### src/rtl/imm_gen_pipe_pkg.sv
// ============================================================================
//  Module      : imm_gen_pipe_pkg
//  Description : Shared mode codes, prefix FSM states and widths for the
//                registered immediate generator.
//  Revision    : 1.0 - initial release
// ============================================================================
`default_nettype none

package imm_gen_pipe_pkg;

    // Extend-mode codes carried on the 4-bit sel input
    localparam logic [3:0] MODE_Z5   = 4'd0;
    localparam logic [3:0] MODE_Z8   = 4'd1;
    localparam logic [3:0] MODE_S5A  = 4'd2;
    localparam logic [3:0] MODE_S5B  = 4'd3;
    localparam logic [3:0] MODE_S8A  = 4'd4;
    localparam logic [3:0] MODE_S8B  = 4'd5;
    localparam logic [3:0] MODE_S11A = 4'd6;
    localparam logic [3:0] MODE_S11B = 4'd7;
    localparam logic [3:0] MODE_HI8  = 4'd8;
    localparam logic [3:0] MODE_PFX  = 4'd9;

    // Width of the held upper-immediate prefix
    localparam int PFX_W = 11;

    // Prefix FSM: IDLE = no prefix held, HELD = prefix waits for next instr
    typedef enum logic [0:0] {
        ST_IDLE = 1'b0,
        ST_HELD = 1'b1
    } pfx_state_e;

endpackage : imm_gen_pipe_pkg

`default_nettype wire

### src/rtl/imm_gen_pipe_ext_core.sv
// ============================================================================
//  Module      : imm_gen_pipe_ext_core
//  Description : Combinational extend mux. Produces the immediate for the
//                selected mode, splicing in a held prefix when one is active,
//                and flags illegal modes / sequences.
//  Revision    : 1.0 - initial release
// ============================================================================
`default_nettype none

module imm_gen_pipe_ext_core
    import imm_gen_pipe_pkg::*;
#(
    parameter int DW        = 16,
    parameter int EN_PREFIX = 1
) (
    input  logic [15:0]      instr,
    input  logic [3:0]       sel,
    input  logic             pfx_hit,
    input  logic [PFX_W-1:0] pfx,
    output logic [DW-1:0]    imm,
    output logic             bad
);

    logic [DW-1:0] w_z5;
    logic [DW-1:0] w_z8;
    logic [DW-1:0] w_s5;
    logic [DW-1:0] w_s8;
    logic [DW-1:0] w_s11;
    logic [DW-1:0] w_hi8;
    logic [DW-1:0] w_pfx_ext;
    logic [DW-1:0] w_pfx_cat;
    logic          w_unused;

    assign w_z5  = {{(DW-5){1'b0}}, instr[4:0]};
    assign w_z8  = {{(DW-8){1'b0}}, instr[7:0]};
    assign w_s5  = {{(DW-5){instr[4]}}, instr[4:0]};
    assign w_s8  = {{(DW-8){instr[7]}}, instr[7:0]};
    assign w_s11 = {{(DW-11){instr[10]}}, instr[10:0]};

    // High-byte mode: sign-extended byte shifted up by 8 (top bits drop off)
    assign w_hi8 = {w_s8[DW-9:0], 8'h00};

    // Prefix is sign-extended to DW, then its top 5 bits make room for instr[4:0]
    assign w_pfx_ext = {{(DW-PFX_W){pfx[PFX_W-1]}}, pfx};
    assign w_pfx_cat = {w_pfx_ext[DW-6:0], instr[4:0]};

    // Bits that no mode consumes
    assign w_unused = ^{instr[15:11], w_pfx_ext[DW-1:DW-5]};

    // Mode select; a held prefix overrides modes 0-7, mode 8 flags the broken sequence
    always_comb begin
        imm = '0;
        bad = 1'b0;
        if (pfx_hit && (sel <= MODE_S11B)) begin
            imm = w_pfx_cat;
        end else begin
            case (sel)
                MODE_Z5:              imm = w_z5;
                MODE_Z8:              imm = w_z8;
                MODE_S5A, MODE_S5B:   imm = w_s5;
                MODE_S8A, MODE_S8B:   imm = w_s8;
                MODE_S11A, MODE_S11B: imm = w_s11;
                MODE_HI8: begin
                    imm = w_hi8;
                    bad = pfx_hit;
                end
                MODE_PFX: begin
                    // Only reaches the output register when prefixing is disabled
                    bad = (EN_PREFIX == 0);
                end
                default: begin
                    bad = 1'b1;
                end
            endcase
        end
    end

endmodule : imm_gen_pipe_ext_core

`default_nettype wire

### src/rtl/imm_gen_pipe.sv
// ============================================================================
//  Module      : imm_gen_pipe
//  Description : Registered immediate generator between decode and execute.
//                Single output register with valid/ready on both sides, a
//                prefix FSM holding upper immediate bits, and a sync flush.
//  Revision    : 1.0 - initial release
// ============================================================================
`default_nettype none

module imm_gen_pipe
    import imm_gen_pipe_pkg::*;
#(
    parameter int DW        = 16,
    parameter int EN_PREFIX = 1
) (
    input  logic          clk,
    input  logic          rst_n,
    input  logic          flush,
    input  logic          in_valid,
    output logic          in_ready,
    input  logic [15:0]   instr,
    input  logic [3:0]    sel,
    output logic          out_valid,
    input  logic          out_ready,
    output logic [DW-1:0] Imm,
    output logic          err
);

    pfx_state_e       state_q;
    pfx_state_e       state_d;
    logic [PFX_W-1:0] pfx_q;
    logic [PFX_W-1:0] pfx_d;
    logic             out_valid_q;
    logic [DW-1:0]    imm_q;
    logic             err_q;

    logic             w_in_ready;
    logic             w_in_fire;
    logic             w_out_fire;
    logic             w_is_pfx;
    logic [DW-1:0]    w_core_imm;
    logic             w_core_bad;

    // No skid buffer: accept only when the output slot is empty or draining
    assign w_in_ready = !out_valid_q || out_ready;
    assign w_in_fire  = in_valid && w_in_ready && !flush;
    assign w_out_fire = out_valid_q && out_ready;
    assign w_is_pfx   = (EN_PREFIX != 0) && (sel == MODE_PFX);

    assign in_ready  = w_in_ready;
    assign out_valid = out_valid_q;
    assign Imm       = imm_q;
    assign err       = err_q;

    imm_gen_pipe_ext_core #(
        .DW        (DW),
        .EN_PREFIX (EN_PREFIX)
    ) u_ext_core (
        .instr   (instr),
        .sel     (sel),
        .pfx_hit (state_q == ST_HELD),
        .pfx     (pfx_q),
        .imm     (w_core_imm),
        .bad     (w_core_bad)
    );

    // Prefix FSM next state: flush wins, any accepted non-prefix consumes the prefix
    always_comb begin
        state_d = state_q;
        pfx_d   = pfx_q;
        if (flush) begin
            state_d = ST_IDLE;
            pfx_d   = '0;
        end else if (w_in_fire) begin
            if (w_is_pfx) begin
                state_d = ST_HELD;
                pfx_d   = instr[PFX_W-1:0];
            end else begin
                state_d = ST_IDLE;
                pfx_d   = '0;
            end
        end
    end

    // Prefix FSM state and held prefix
    always_ff @(posedge clk or negedge rst_n) begin
        if (!rst_n) begin
            state_q <= ST_IDLE;
            pfx_q   <= '0;
        end else begin
            state_q <= state_d;
            pfx_q   <= pfx_d;
        end
    end

    // Output register: load on a producing input, clear on drain or flush
    always_ff @(posedge clk or negedge rst_n) begin
        if (!rst_n) begin
            out_valid_q <= 1'b0;
            imm_q       <= '0;
            err_q       <= 1'b0;
        end else if (flush) begin
            out_valid_q <= 1'b0;
        end else if (w_in_fire && !w_is_pfx) begin
            out_valid_q <= 1'b1;
            imm_q       <= w_core_imm;
            err_q       <= w_core_bad;
        end else if (w_out_fire) begin
            out_valid_q <= 1'b0;
        end
    end

endmodule : imm_gen_pipe

`default_nettype wire

### config.mk
export PLATFORM = sky130hd
export DESIGN_NAME = imm_gen_pipe
export DESIGN_NICKNAME = d
export VERILOG_FILES = /design/src/rtl/imm_gen_pipe_pkg.sv /design/src/rtl/imm_gen_pipe_ext_core.sv /design/src/rtl/imm_gen_pipe.sv
export SDC_FILE = /design/constraint.sdc
export NUM_CORES = 1
export LEC_CHECK = 0
export CAP_MARGIN = 40
export CORE_ASPECT_RATIO = 1.25
export CORE_MARGIN = 10
export CORE_UTILIZATION = 49
export CTS_CLUSTER_SIZE = 12
export DETAILED_ROUTE_END_ITERATION = 8
export GPL_TIMING_DRIVEN = 1
export HOLD_SLACK_MARGIN = 0.06
export PLACE_DENSITY = 0.83
export SLEW_MARGIN = 15
export SYNTH_ARGS = -nofsm -noshare
export SYNTH_HDL_FRONTEND = slang
export SYNTH_SLANG_ARGS = --single-unit
### constraint.sdc
create_clock -name clk -period 2 [get_ports clk]
set_input_delay 0.2 -clock clk [delete_from_list [all_inputs] [get_ports clk]]
set_output_delay 0.2 -clock clk [all_outputs]
set_load 0.02 [all_outputs]
==> results.md, run 1 <==
- Max H-tree Level: 2
- Setup Fix Bufs, Post-CTS: 0
- Worst Setup End Kind: primary output
- Core box area: 0.002890 mm²
- Place WS: ~0.08 ns
- Largest net degree at the start of global routing: 31
- Total negative setup slack: 0 ns
- CP bufs+invs: 2
- Fmax: around 540 MHz
- Vias in the first global route: ~1300
- DRT iter0 DRCs: 47
- Fraction of registers with async set/reset: 100.0%
- Status: complete, no violations
- Placed wire-length estimate: just under 3000 µm
- Power Density: 734.4 mW/mm²
- Grt ovf: 0
- DRT Pass-1 Iters: 4
- Critical path required time: ~1.8 ns
- Diodes inserted: 0
- Distinct cells, synth: 33
- Total power: between 1 and 1.5 mW
- Final worst path period need: between 1.5 and 2 ns
- Setup WS post-layout: roughly 0.16 ns
- Area grow syn2layout: 35.50%
- Register bit total from synthesis: 30
- CTS tree: yes
- Die X: between 60 and 70 µm
- Yosys top cell area share: between 50% and 60%
- Root buffer cell: clkbuf_4
- Max stage delay on crit path: a little over 0.6 ns
- Rows: 22
- Final ANT Viol Nets: 0
- Die Footprint: approximately 0.0056 mm²
- Synth area leader: dfrtp_1
- Final net count: 210
- Starting density of the core: 50.61%
- Crit share post-route: 91.98%
- CTS sink cnt: 30
- Cell family with most CP delay: buffers and inverters
- CP arrival: around 1.6 ns
- PortBufs: 38
- Vias: 1255
- Crit path launch: out_valid
- Final wirelength: 3738 µm
- Slew headroom: just under 50%
- Max IR drop VDD: ~0.56 mV
- Worst-path maximum fanout: 4
- Hold Vio Cnt, Final: 0
- Commonest non-fill, non-tap cell in the layout: clkdlybuf4s50_1
- Max clock buf depth: 2
- Crit-path cells: and2b_4 > inv_2 > clkdlybuf4s50_1
- Final setup fails: 0
- Max Cap Violations: 0
- Slew Limit Fails: 0
- Clock latency on the worst-skew pair: between 0.3 and 0.4 ns
- Pleak: 0.8687 nW
- Unrepaired setup endpoints after global routing: no
- Synth Warn #: 0
- Area contributors post-synth: dfrtp_1, a22o_1, nand2_1, a21oi_1, a22oi_1
- Syn Nets: around 160
- Post-synthesis sequential area ratio: 51.33%
- Skew final: ~0.0067 ns
- CP Launch Type: register
- Post-Syn Area: 0.001463 mm²
- RePlAce Congestion: ~0.90
- WS Path Type: register to primary output
- Post-synth EDFFs: 0
- Top-level port count: 44
- CTS Hold Bufs: 0
- Slew of the pin with the lowest slew margin: about 0.76 ns
- WL/cell: 16.84 µm
- First-pass GRT wire length: between 6000 and 7000 µm
- DR DRC count: 0
- Layout cell share with drive strength beyond 1: between 10% and 20%
- Main flop type after synthesis: dfrtp_1
- Final core occ: between 60% and 70%
- Crit-path slowest cell: clkdlybuf4s50_1
- FF-to-FF Start: out_valid
- CTS clk-pin slew, worst paths: 0.09 ns
- Initial antenna violation count: 0
- Most frequent cells in the layout: clkdlybuf4s50_1, dfrtp_1, nand2_1
- Cts bufs inserted: 5
- Via density: between 5 and 6
- Worst min path class: primary input to asynchronous set/reset pin
- Global router's overall resource usage: 14.51%
- Die height: about 80 µm
- Post-Synthesis Cells: 137
- Syn_area_per_cell: 10.68 µm²
- # resized after CTS: 0
[path summary, 6_finish.rpt]
check | to | slack [ns] | depth (start not counted)
min | Imm[6] | 0.25 | 2
min in group clk | Imm[2] | 0.47 | 2
max reg2reg | Imm[14] | 0.41 | 4
min reg2reg | Imm[2] | 0.47 | 2
max in group asynchronous | Imm[11] | 1.48 | 2
max | in_ready | 0.16 | 3
[synth_stat cells (2+ instances only)]
library cell / n
a221o_1: 3
a22o_1: 11
o21ai_1: 3
buf_4: 3
a221oi_1: 2
dfrtp_1: 30
clkbuf_1: 2
inv_1: 3
a21o_1: 2
a21boi_0: 2
a21oi_1: 11
o21ai_0: 6
nand2b_1: 3
nand2_1: 16
nand3b_1: 4
buf_2: 3
nor2_1: 12
a22oi_1: 6
[layer usage]
metal  vias up  wire [µm]  global-route usage, %
li1        596          -                      -
met1       602       1455                  16.45
met2        50       1954                  24.27
met3         7        272                  5.096
met4         0         55                  5.336
met5         -          0                      0
[power breakdown]
group          internal [mW]  switching (mW)  leakage, nW  total [mW]
Combinational          0.191           0.206        0.444       0.397
Sequential             0.664          0.0308        0.390       0.694
Clock                  0.170           0.194       0.0353       0.364
[final cells by class]
class	instances	area, µm²
Clock buffer	7	55.05
Clock inverter	1	5.005
Fill cell	248	908.4
Inverter	4	15.01
Multi-Input combinational cell	94	640.6
Sequential cell	30	750.7
Tap cell	36	45.04
Timing Repair Buffer	50	470.5
[cells by family (layout without fill, tap and decap cells)]
kind of cell	count (synthesis)	count (layout)	share of synthesized area, %
buffers and inverters	13	62	4.875
AOI/OAI and AO/OA	49	49	23.87
and+or+nand+nor	45	45	19.93
DFF	30	30	51.33
[state kept, by name, summed over array words and instances, names as in the netlist]
| signal | cells |
|---|---|
| Imm | 16 |
| err | 1 |
| out_valid | 1 |
| pfx_q | 11 |
| state_q | 1 |
[per-stage QoR]
stage	instances	hold slack [ns]	cell area, µm²
4_1_cts	222	0.2535	1982
3_5_place_dp	214	0.4549	1922
6_report	222	0.2469	1982
2_1_floorplan	137	-0.09559	1463
3_3_place_gp	213	0.4482	1914
5_1_grt	222	0.2712	1982
No activity file was read; power rests on OpenSTA's default activity.
==> inputs of run 2 (changes only) <==
CORE_UTILIZATION = 46   (was 49)
PLACE_DENSITY = 0.78   (was 0.83)
clock period = 1.8 ns   (was 2 ns; I/O delays follow)
==> results.md, run 2 (synthesis results as in run 1) <==
- Final core occ: 67.43%
- Slew headroom: between 40% and 50%
- Power Density: between 800 and 900 mW/mm²
- Switch share: between 30 and 40%
- Place WS: -0.1305 ns
- CTS Hold Bufs: 0
- Die height: 83.05 µm
- Setup WS post-layout: about 0.17 ns
- FF-to-FF setup slack: 0.17 ns
- Placed cell count: between 200 and 250
- Final cell count without fillers: 226
- Clock Power Share: 25.6%
- Slew Limit Fails: 0
- Clock latency on the worst-skew pair: 0.33 ns
- Final ANT Viol Nets: 0
- Largest register FFs: 16
- CP arrival: 1.90 ns
- Slew of the pin with the lowest slew margin: about 0.84 ns
- Global router's overall resource usage: roughly an eighth
- Vias: 1275
- Skew final: between 0.004 and 0.005 ns
- PortBufs: 38
- Crit share post-route: around nine tenths
- Unrepaired setup endpoints after global routing: no
- Rows: 22
- Area grow syn2layout: 38.32%
- Internal power: 1.144 mW
- Worst hold slack: 0.2308 ns
- Logic pwr share: between 20% and 30%
- Die Footprint: 0.005849 mm²
- RePlAce Congestion: roughly 0.86
- Max IR drop VDD: about 0.64 mV
- Worst min path class: primary input to asynchronous set/reset pin
- Final wirelength: ~3800 µm
- Grt ovf: 0
- Max clock buf depth: 2
- WL/cell: around 17 µm
- First-pass GRT wire length: between 6000 and 7000 µm
- Status: complete, no violations
- Initial antenna violation count: 0
- Root buffer cell: clkbuf_4
- Crit-path slowest cell: nor3b_2
- Area of placed instances: approximately 0.0020 mm²
- Crit-path cells: and2b_4 > nor3b_2 > nand3b_1 > nand2_1
- Critical path required time: just over 2 ns
- Die X: between 70 and 80 µm
- Sw Pwr: about 490 µW
- DRT Pass-1 Iters: 4
- CP bufs+invs: 0
- Cts bufs inserted: 5
- Vias in the first global route: roughly 1400
- Hold Vio Cnt, Final: 0
- Max H-tree Level: 2
- Total negative setup slack: 0 ns
- DR DRC count: 0
- Worst-path maximum fanout: 12
- CTS tree: yes
- CP Launch Type: register
- Layout cell share with drive strength beyond 1: 16.84%
- Final worst path period need: ~1.6 ns
- Cell family with most CP delay: simple AND/OR/NAND/NOR gates
- Final setup fails: 0
- Core box area: around 0.003 mm²
- Max stage delay on crit path: 0.71 ns
- CTS clk-pin slew, worst paths: approximately 0.090 ns
- Share of power burned in registers: about 47%
- Final instance area: just over 0.002 mm²
- Max Cap Violations: 0
- CTS sink cnt: 30
- Total power: about 1.6 mW
- Fmax: just over 600 MHz
- Commonest non-fill, non-tap cell in the layout: clkdlybuf4s50_1
- WS Path Type: register to register
- Via density: about 5.6
- Starting density of the core: between 40% and 50%
- Largest net degree at the start of global routing: 31
- Most frequent cells in the layout: clkdlybuf4s50_1, dfrtp_1, nand2_1
- Top-level port count: 44
- Worst Setup End Kind: register
- Placed wire-length estimate: ~2900 µm
- DRT iter0 DRCs: just under 60
- Final net count: about 210
- Diodes inserted: 0
- Pleak: 0.8892 nW
run 2: power groups by stage:
| stage | combinational (mW) | sequential, mW | clock [mW] |
|---|---|---|---|
| 6_report | 0.446 | 0.772 | 0.419 |
| 5_1_grt | 0.481 | 0.782 | 0.473 |
| 4_1_cts | 0.454 | 0.773 | 0.430 |
| 3_3_place_gp | 0.444 | 0.781 | 0 |
| 3_5_place_dp | 0.454 | 0.786 | 0 |
| 2_1_floorplan | 0.127 | 0.861 | 0 |
run 2: path summary, 6_finish.rpt:
path / startpoint / endpoint / cells past startpoint
max reg2reg: out_valid / Imm[3] / 4
min reg2reg: Imm[3] / Imm[3] / 2
min: rst_n / out_valid / 2
max: out_valid / Imm[3] / 4
max in group asynchronous: rst_n / err / 2
min in group clk: Imm[3] / Imm[3] / 2
run 2: area by class of cell:
cell class,instances,area [µm²]
fillers,255,977.2
flip-flops and latches,30,750.7
multi-input cells,94,640.6
repair buffers,54,511.7
clock buffers,7,55.05
well taps,36,45.04
inverters,4,15.01
clock inverters,1,5.005
run 2: per-layer routing:
metal / vias up / routed length [µm] / track usage (%)
met5: - / 0 / 0
met4: 0 / 40 / 4.659
met3: 4 / 316 / 5.238
met2: 46 / 1937 / 21.70
met1: 620 / 1532 / 15.44
li1: 605 / - / -
run 2: repair_timing:
item / 4_1_cts / 5_1_grt
endpoints found under the hold margin: 0 / 0
setup buffers: 0 / 0
endpoints found under the setup margin: 1 / 0
resized for setup: 1 / 0
